**src/rtl/mig_cp_pkg.sv**
```systemverilog
`default_nettype none
// +----------------------------------------------------------------------------+
// | Module      : mig_cp_pkg                                                   |
// | Description : Shared MIG control-plane constants: request source codes and |
// |               the {len, base} table entry layout.                         |
// | Revision    : 1.0 - initial release                                        |
// +----------------------------------------------------------------------------+
package mig_cp_pkg;

    localparam logic SRC_AR = 1'b0;
    localparam logic SRC_AW = 1'b1;

    // Table entries are packed {len, base}: base in the low bits, len directly above.
    localparam int ENTRY_BASE_LSB = 0;

    function automatic int entry_len_lsb(input int base_width);
        return ENTRY_BASE_LSB + base_width;
    endfunction

endpackage
`default_nettype wire

```
**src/rtl/mig_cp_rr_arb2.sv**
```systemverilog
`default_nettype none
// +----------------------------------------------------------------------------+
// | Module      : mig_cp_rr_arb2                                               |
// | Description : Two-requester (AR/AW) round-robin arbiter; the last-grant    |
// |               register only moves on a granted handshake.                 |
// | Revision    : 1.0 - initial release                                        |
// +----------------------------------------------------------------------------+
module mig_cp_rr_arb2
    import mig_cp_pkg::*;
(
    input  logic aclk,
    input  logic aresetn,
    input  logic req_ar,
    input  logic req_aw,
    input  logic enable,
    output logic gnt_ar,
    output logic gnt_aw
);

    logic r_last;

    always_comb begin
        gnt_ar = 1'b0;
        gnt_aw = 1'b0;
        if (enable) begin
            if (req_ar && (!req_aw || r_last == SRC_AW)) begin
                gnt_ar = 1'b1;
            end else if (req_aw) begin
                gnt_aw = 1'b1;
            end
        end
    end

    // A grant is only issued to a valid requester, so a grant is a handshake.
    always_ff @(posedge aclk or negedge aresetn) begin
        if (!aresetn) begin
            r_last <= SRC_AW;
        end else if (gnt_ar) begin
            r_last <= SRC_AR;
        end else if (gnt_aw) begin
            r_last <= SRC_AW;
        end
    end

endmodule
`default_nettype wire

```
**src/rtl/mig_cp_xlat_sched.sv**
```systemverilog
`default_nettype none
// +----------------------------------------------------------------------------+
// | Module      : mig_cp_xlat_sched                                            |
// | Description : Shares the DSID table lookup port between AR and AW through |
// |               an issue/output pipeline with bounds check and relocation.  |
// |               Optional statistics counters: MIG_CP_XLAT_STATS_EN.          |
// | Revision    : 1.0 - initial release                                        |
// +----------------------------------------------------------------------------+
module mig_cp_xlat_sched
    import mig_cp_pkg::*;
#(
    parameter int C_TAG_WIDTH    = 16,
    parameter int C_ADDR_WIDTH   = 32,
    parameter int C_BASE_WIDTH   = 32,
    parameter int C_LENGTH_WIDTH = 32,
    parameter int C_CNT_WIDTH    = 32
) (
    input  logic                                 aclk,
    input  logic                                 aresetn,
    input  logic                                 ar_valid,
    output logic                                 ar_ready,
    input  logic [C_TAG_WIDTH-1:0]               ar_tag,
    input  logic [C_ADDR_WIDTH-1:0]              ar_addr,
    input  logic                                 aw_valid,
    output logic                                 aw_ready,
    input  logic [C_TAG_WIDTH-1:0]               aw_tag,
    input  logic [C_ADDR_WIDTH-1:0]              aw_addr,
    output logic [C_TAG_WIDTH-1:0]               tbl_tag,
    input  logic [C_LENGTH_WIDTH+C_BASE_WIDTH-1:0] tbl_data,
    input  logic                                 tbl_match,
    output logic                                 m_valid,
    input  logic                                 m_ready,
    output logic [C_ADDR_WIDTH-1:0]              m_addr,
    output logic                                 m_src,
    output logic                                 m_fault,
    output logic [C_CNT_WIDTH-1:0]               stat_xlat_cnt,
    output logic [C_CNT_WIDTH-1:0]               stat_fault_cnt
);

    localparam int C_LEN_LSB = entry_len_lsb(C_BASE_WIDTH);

    logic                    r_a_valid, r_a_src;
    logic [C_TAG_WIDTH-1:0]  r_a_tag;
    logic [C_ADDR_WIDTH-1:0] r_a_addr;
    logic                    r_b_valid, r_b_src, r_b_fault;
    logic [C_ADDR_WIDTH-1:0] r_b_addr;

    logic w_b_load, w_a_load, w_a_to_b, w_gnt_ar, w_gnt_aw, w_hs, w_fault;
    logic [C_BASE_WIDTH-1:0]   w_tbl_base;
    logic [C_LENGTH_WIDTH-1:0] w_tbl_len;
    logic [C_ADDR_WIDTH-1:0]   w_base, w_len;
    logic [C_ADDR_WIDTH:0]     w_sum;

    assign w_b_load = !r_b_valid || m_ready;
    assign w_a_load = !r_a_valid || w_b_load;
    assign w_a_to_b = r_a_valid && w_b_load;
    assign w_hs     = w_gnt_ar || w_gnt_aw;

    mig_cp_rr_arb2 u_arb (
        .aclk    (aclk),
        .aresetn (aresetn),
        .req_ar  (ar_valid),
        .req_aw  (aw_valid),
        .enable  (w_a_load),
        .gnt_ar  (w_gnt_ar),
        .gnt_aw  (w_gnt_aw)
    );

    assign ar_ready = w_gnt_ar;
    assign aw_ready = w_gnt_aw;
    assign tbl_tag  = r_a_valid ? r_a_tag : '0;

    assign w_tbl_base = tbl_data[ENTRY_BASE_LSB +: C_BASE_WIDTH];
    assign w_tbl_len  = tbl_data[C_LEN_LSB +: C_LENGTH_WIDTH];

    // Fit table fields to the address width (truncate or zero-extend).
    generate
        if (C_BASE_WIDTH >= C_ADDR_WIDTH) begin : g_base_trunc
            assign w_base = w_tbl_base[C_ADDR_WIDTH-1:0];
        end else begin : g_base_ext
            assign w_base = {{(C_ADDR_WIDTH-C_BASE_WIDTH){1'b0}}, w_tbl_base};
        end
        if (C_LENGTH_WIDTH >= C_ADDR_WIDTH) begin : g_len_trunc
            assign w_len = w_tbl_len[C_ADDR_WIDTH-1:0];
        end else begin : g_len_ext
            assign w_len = {{(C_ADDR_WIDTH-C_LENGTH_WIDTH){1'b0}}, w_tbl_len};
        end
    endgenerate

    assign w_sum   = {1'b0, r_a_addr} + {1'b0, w_base};
    assign w_fault = !tbl_match || (r_a_addr >= w_len) || w_sum[C_ADDR_WIDTH];

    always_ff @(posedge aclk or negedge aresetn) begin
        if (!aresetn) begin
            r_a_valid <= 1'b0;
            r_a_src   <= SRC_AR;
            r_a_tag   <= '0;
            r_a_addr  <= '0;
        end else if (w_a_load) begin
            r_a_valid <= w_hs;
            if (w_hs) begin
                r_a_src  <= w_gnt_aw ? SRC_AW : SRC_AR;
                r_a_tag  <= w_gnt_aw ? aw_tag : ar_tag;
                r_a_addr <= w_gnt_aw ? aw_addr : ar_addr;
            end
        end
    end

    always_ff @(posedge aclk or negedge aresetn) begin
        if (!aresetn) begin
            r_b_valid <= 1'b0;
            r_b_src   <= SRC_AR;
            r_b_fault <= 1'b0;
            r_b_addr  <= '0;
        end else if (w_b_load) begin
            r_b_valid <= r_a_valid;
            if (w_a_to_b) begin
                r_b_src   <= r_a_src;
                r_b_fault <= w_fault;
                r_b_addr  <= w_fault ? '0 : w_sum[C_ADDR_WIDTH-1:0];
            end
        end
    end

    assign m_valid = r_b_valid;
    assign m_src   = r_b_src;
    assign m_fault = r_b_fault;
    assign m_addr  = r_b_addr;

`ifdef MIG_CP_XLAT_STATS_EN
    logic [C_CNT_WIDTH-1:0] r_xlat_cnt, r_fault_cnt;
    logic                   w_out_hs;

    assign w_out_hs = r_b_valid && m_ready;

    // Saturating counters: stop at all-ones rather than wrap.
    always_ff @(posedge aclk or negedge aresetn) begin
        if (!aresetn) begin
            r_xlat_cnt  <= '0;
            r_fault_cnt <= '0;
        end else if (w_out_hs) begin
            if (!r_b_fault && (r_xlat_cnt != '1)) begin
                r_xlat_cnt <= r_xlat_cnt + 1'b1;
            end
            if (r_b_fault && (r_fault_cnt != '1)) begin
                r_fault_cnt <= r_fault_cnt + 1'b1;
            end
        end
    end

    assign stat_xlat_cnt  = r_xlat_cnt;
    assign stat_fault_cnt = r_fault_cnt;
`else
    assign stat_xlat_cnt  = '0;
    assign stat_fault_cnt = '0;
`endif

endmodule
`default_nettype wire

```
**config.mk**
```make
export PLATFORM = sky130hd
export DESIGN_NAME = mig_cp_xlat_sched
export DESIGN_NICKNAME = d
export VERILOG_FILES = /design/src/rtl/mig_cp_pkg.sv /design/src/rtl/mig_cp_rr_arb2.sv /design/src/rtl/mig_cp_xlat_sched.sv
export SDC_FILE = /design/constraint.sdc
export NUM_CORES = 1
export LEC_CHECK = 0
export CAP_MARGIN = 20
export CELL_PAD_IN_SITES_DETAIL_PLACEMENT = 1
export CELL_PAD_IN_SITES_GLOBAL_PLACEMENT = 1
export CORE_ASPECT_RATIO = 1.4
export CORE_MARGIN = 2
export CORE_UTILIZATION = 33
export DETAILED_ROUTE_END_ITERATION = 10
export PLACE_DENSITY_LB_ADDON = 0.2
export SYNTH_ARGS = -nofsm -noshare
export SYNTH_HDL_FRONTEND = slang
export SYNTH_SLANG_ARGS = --single-unit
export TNS_END_PERCENT = 100
```
**constraint.sdc**
```tcl
create_clock -name aclk -period 5.2 [get_ports aclk]
set_input_delay 1.04 -clock aclk [delete_from_list [all_inputs] [get_ports aclk]]
set_output_delay 1.04 -clock aclk [all_outputs]
set_load 0.02 [all_outputs]
```
==> reports/qor.log <==
[status] result of the run completed
[pwr] cell area power density 319 mW/mm²
[place] Cell Area, Placed 0.00866 mm²
[clocking] CTS tree yes
[grt] total global routing track utilization 20.9%
[timing] slew margin rel. 30.3%
[clocking] number of hold buffers added after cts 0
[setup_path] Setup Crit Path Kind primary input to flip-flop
[setup_path] cells along the critical path clkdlybuf4s50_1, ha_1, inv_1, fa_1, nand2b_1, a21oi_2, o21ai_2, a221o_1, o21ai_2, a41o_2, a31oi_2, o31a_4, a32o_1
[timing] Period Utilization, post-route 78.6%
[finish] leading cell types in the layout, fill and taps excluded 217 x sky130_fd_sc_hd__clkdlybuf4s50_1, 129 x sky130_fd_sc_hd__nand2_1, 85 x sky130_fd_sc_hd__dfrtp_1, 69 x sky130_fd_sc_hd__nor2_1
[setup_path] Register-to-Register Setup Slack 1850 ps
[yosys] Post-Synthesis Cells 784
[floorplanning] x dimension of the die 123 µm
[timing] actual slew at the worst max-slew pin 1050 ps
[floorplanning] initial core utilization 33.9%
[grt] vias in the first global route 6,420
[yosys] area of the mapped netlist 0.00654 mm²
[clocking] root buffer cell sky130_fd_sc_hd__clkbuf_16
[timing] final hold violation count 0
[setup_path] RR Endpoint m_addr[2]
[clocking] post-CTS clock slew at the launch and capture registers of the worst setup and hold paths 60 ps
[detailed_routing] vias after detailed routing 6,186
[detailed_routing] antenna-violating nets left 0
[min_path] worst hold path startpoint r_a_src
[place] Buffers on Ports 218
[setup_path] data arrival time at the worst-slack endpoint 4320 ps
[min_path] HP Class flip-flop to flip-flop
[place] sum of net half-perimeters after detailed placement 17,000 µm
[detailed_routing] Post-Route WL 21,700 µm
[detailed_routing] iteration-0 DRC count of the detailed router 148
[setup_path] startpoint type of the worst setup path primary input
[clocking] number of H-tree levels 3
[timing] setup skew after layout 7.63 ps
[timing] RSZ-0062 raised after global routing false
[yosys] number of warning messages in the yosys log 0
[grt] aggregate global routing overflow 0
[yosys] number of enable-type register cells in the synthesized netlist 0
[setup_path] most common cell type on the critical path sky130_fd_sc_hd__o21ai_2
[finish] Antenna diodes 0
[floorplanning] Core ar. 0.0193 mm²
[setup_path] sum of buffers and inverters on the critical path 2
[setup_path] critical path fanouts, max 33
[grt] pin count of the biggest net entering global routing 97
[pwr] leakage power of the design 0.00406 µW
[finish] share of post-route cells with drive strength above 1 3.56%
[timing] Fmax achieved 0.245 GHz
[finish] Layout Cell Area excl Fill 0.00898 mm²
[pwr] IR drop worst, VDD 0.187 mV
[floorplanning] Die Y 171 µm
[clocking] buffer depth of the longest clock path 2
[clocking] Inserted Clock Buffers 9
[clocking] Resized cells post-CTS 0
[timing] total negative setup slack 0 ps
[grt] initial antenna violation count 0
[yosys] mean post-synth cell area 8.34 µm²
[finish] number of nets in the layout 1,210
[setup_path] Reg2Reg Depth 12
[floorplanning] number of placement rows 60
[min_path] Hold Crit Endpoint r_a_src
[timing] min Tclk post-route 4090 ps
[yosys] FF+latch count, synth 86
[floorplanning] Total Die Area 0.0210 mm²
[grt] first-pass GRT wire length 33,400 µm
[detailed_routing] mean number of vias per cell 5.02
[setup_path] crit path max-delay cell type sky130_fd_sc_hd__o31a_4
[yosys] FFs w/ async S/R, synth 100%
[detailed_routing] detailed-routing iteration count for the pre-antenna-repair pass 4
[timing] setup slack of the critical path after layout 1110 ps
[timing] Max Transition Viols Final 0
[finish] Area growth, synth to finish 37.3%
[finish] most common cell after layout, fill and taps aside sky130_fd_sc_hd__clkdlybuf4s50_1
[detailed_routing] final routed wire length divided by cell count 17.6 µm
[pwr] Design Power 2870 µW
[yosys] Top FF cell, synth sky130_fd_sc_hd__dfrtp_1
[clocking] Setup Fix Bufs, Post-CTS 0
[place] gpl congestion 0.859
[yosys] Netlist cell types 59
[setup_path] delay contributed by the slowest stage of the critical path 480 ps
[floorplanning] top-level port count 283
[timing] Worst Hold Margin 494 ps
[place] Placement Setup Slack 745 ps
[yosys] sequential element share of the synthesized area 32.9%
[detailed_routing] total DRC errors in the routed layout 0
[run] Maximum Capacitance Violations 0
[setup_path] endpoint class of the critical path flip-flop
[setup_path] largest delay contributor family on the critical path compound AO/OA/AOI/OAI gates
[clocking] Clk Latency, worst-skew pair 350 ps
[timing] setup-violating endpoint count in the final report 0
[min_path] worst hold path depth 2
[clocking] number of clock sinks 86
[setup_path] required arrival time at the worst endpoint 5440 ps
[setup_path] launch instance of the worst register-to-register path r_a_addr[0]
## power breakdown
part | internal, µW | switching [µW] | leakage, µW
clock network | 421 | 289 | 0.000152
registers | 785 | 97.4 | 0.00104
logic | 582 | 692 | 0.00287
## worst register-to-register path, stage by stage (launching register included)
cell,delay (ps)
sky130_fd_sc_hd__dfrtp_1,400
sky130_fd_sc_hd__ha_1,220
sky130_fd_sc_hd__inv_1,70
sky130_fd_sc_hd__fa_1,390
sky130_fd_sc_hd__nand2b_1,210
sky130_fd_sc_hd__a21oi_2,170
sky130_fd_sc_hd__o21ai_2,110
sky130_fd_sc_hd__a221o_1,310
sky130_fd_sc_hd__o21ai_2,190
sky130_fd_sc_hd__a41o_2,250
sky130_fd_sc_hd__a31oi_2,120
sky130_fd_sc_hd__o31a_4,480
sky130_fd_sc_hd__a32o_1,330
## flip-flops by register name, summed over array words and instances (netlist names)
register	flops
m_addr	32
m_fault	1
m_src	1
m_valid	1
r_a_addr	32
r_a_src	1
r_a_tag	16
r_a_valid	1
u_arb.r_last	1
## per-layer routing
layer | GRT usage (%) | share of wire, % | wire length, µm
met2 | 39.5 | 54 | 11600
met3 | 3.43 | 5.8 | 1260
met5 | 0 | 0 | 0
met1 | 22.7 | 38 | 8250
met4 | 8.15 | 2.7 | 594
## cell type report
type                       count  area (µm²)
fill                        2315       10300
multi-input combinational    619        3830
timing repair buffer         222        2210
sequential                    86        2150
tap                          248         310
clock buffer                  10         229
inverter                      41         154
clock inverter                 6        86.3
## cell families after synthesis
| kind of cell | synth area share (%) |
|---|---|
| flops | 32.9 |
| mux | 0.497 |
| buf+inv | 12.2 |
| xor+xnor | 3.35 |
| other cells | 0.0574 |
| fa+ha+maj | 12.6 |
| compound gates | 21.1 |
| simple gates | 17.3 |
## cells in the mapped netlist, types with 3 or more instances
master                       n  area [µm²]
sky130_fd_sc_hd__xnor2_1    16         140
sky130_fd_sc_hd__a31oi_1    48         300
sky130_fd_sc_hd__buf_6       3        33.8
sky130_fd_sc_hd__dfrtp_1    85        2130
sky130_fd_sc_hd__nand2b_1    8        50.1
sky130_fd_sc_hd__nor3_1      7        35.0
sky130_fd_sc_hd__a21oi_1    42         210
sky130_fd_sc_hd__nor2_1     69         259
sky130_fd_sc_hd__o21a_1      4        30.0
sky130_fd_sc_hd__xor2_1      9        78.8
sky130_fd_sc_hd__o211ai_1    6        45.0
sky130_fd_sc_hd__a22o_1     30         263
sky130_fd_sc_hd__o21ai_1     4        20.0
sky130_fd_sc_hd__and3_1      3        18.8
sky130_fd_sc_hd__nand4_1     7        43.8
sky130_fd_sc_hd__buf_1       6        22.5
sky130_fd_sc_hd__nor3b_1     3        22.5
sky130_fd_sc_hd__o21bai_1    3        22.5
sky130_fd_sc_hd__and2_1     17         106
sky130_fd_sc_hd__nand2_1   129         484
sky130_fd_sc_hd__nand3_1     8        40.0
sky130_fd_sc_hd__buf_4      64         480
sky130_fd_sc_hd__a211oi_1    5        37.5
sky130_fd_sc_hd__inv_1      40         150
sky130_fd_sc_hd__ha_1       64         801
sky130_fd_sc_hd__a21o_1     20         150
sky130_fd_sc_hd__nor2b_1     4        25.0
sky130_fd_sc_hd__o21ai_0    14        70.1
sky130_fd_sc_hd__clkbuf_1   27         101
## through the flow
step,util [%],cells
final,46.5,1232
after global routing,46.5,1232
after CTS,46.5,1232
after detailed placement,44.9,1216
after global placement,44.9,1216
after floorplan,-,847
## worst max-delay path by stage
stage                            from         to  slack [ps]  depth (start not counted)
after detailed placement  tbl_data[0]  m_addr[2]         750                         13
after floorplan           tbl_data[0]  m_addr[0]        1630                         13
after global placement    tbl_data[0]  m_addr[8]         840                         13
after CTS                 tbl_data[0]  m_addr[2]        1110                         13
final                     tbl_data[0]  m_addr[2]        1110                         13
after global routing      tbl_data[0]  m_addr[8]         960                         13
Power figures use the tool's default switching activity.
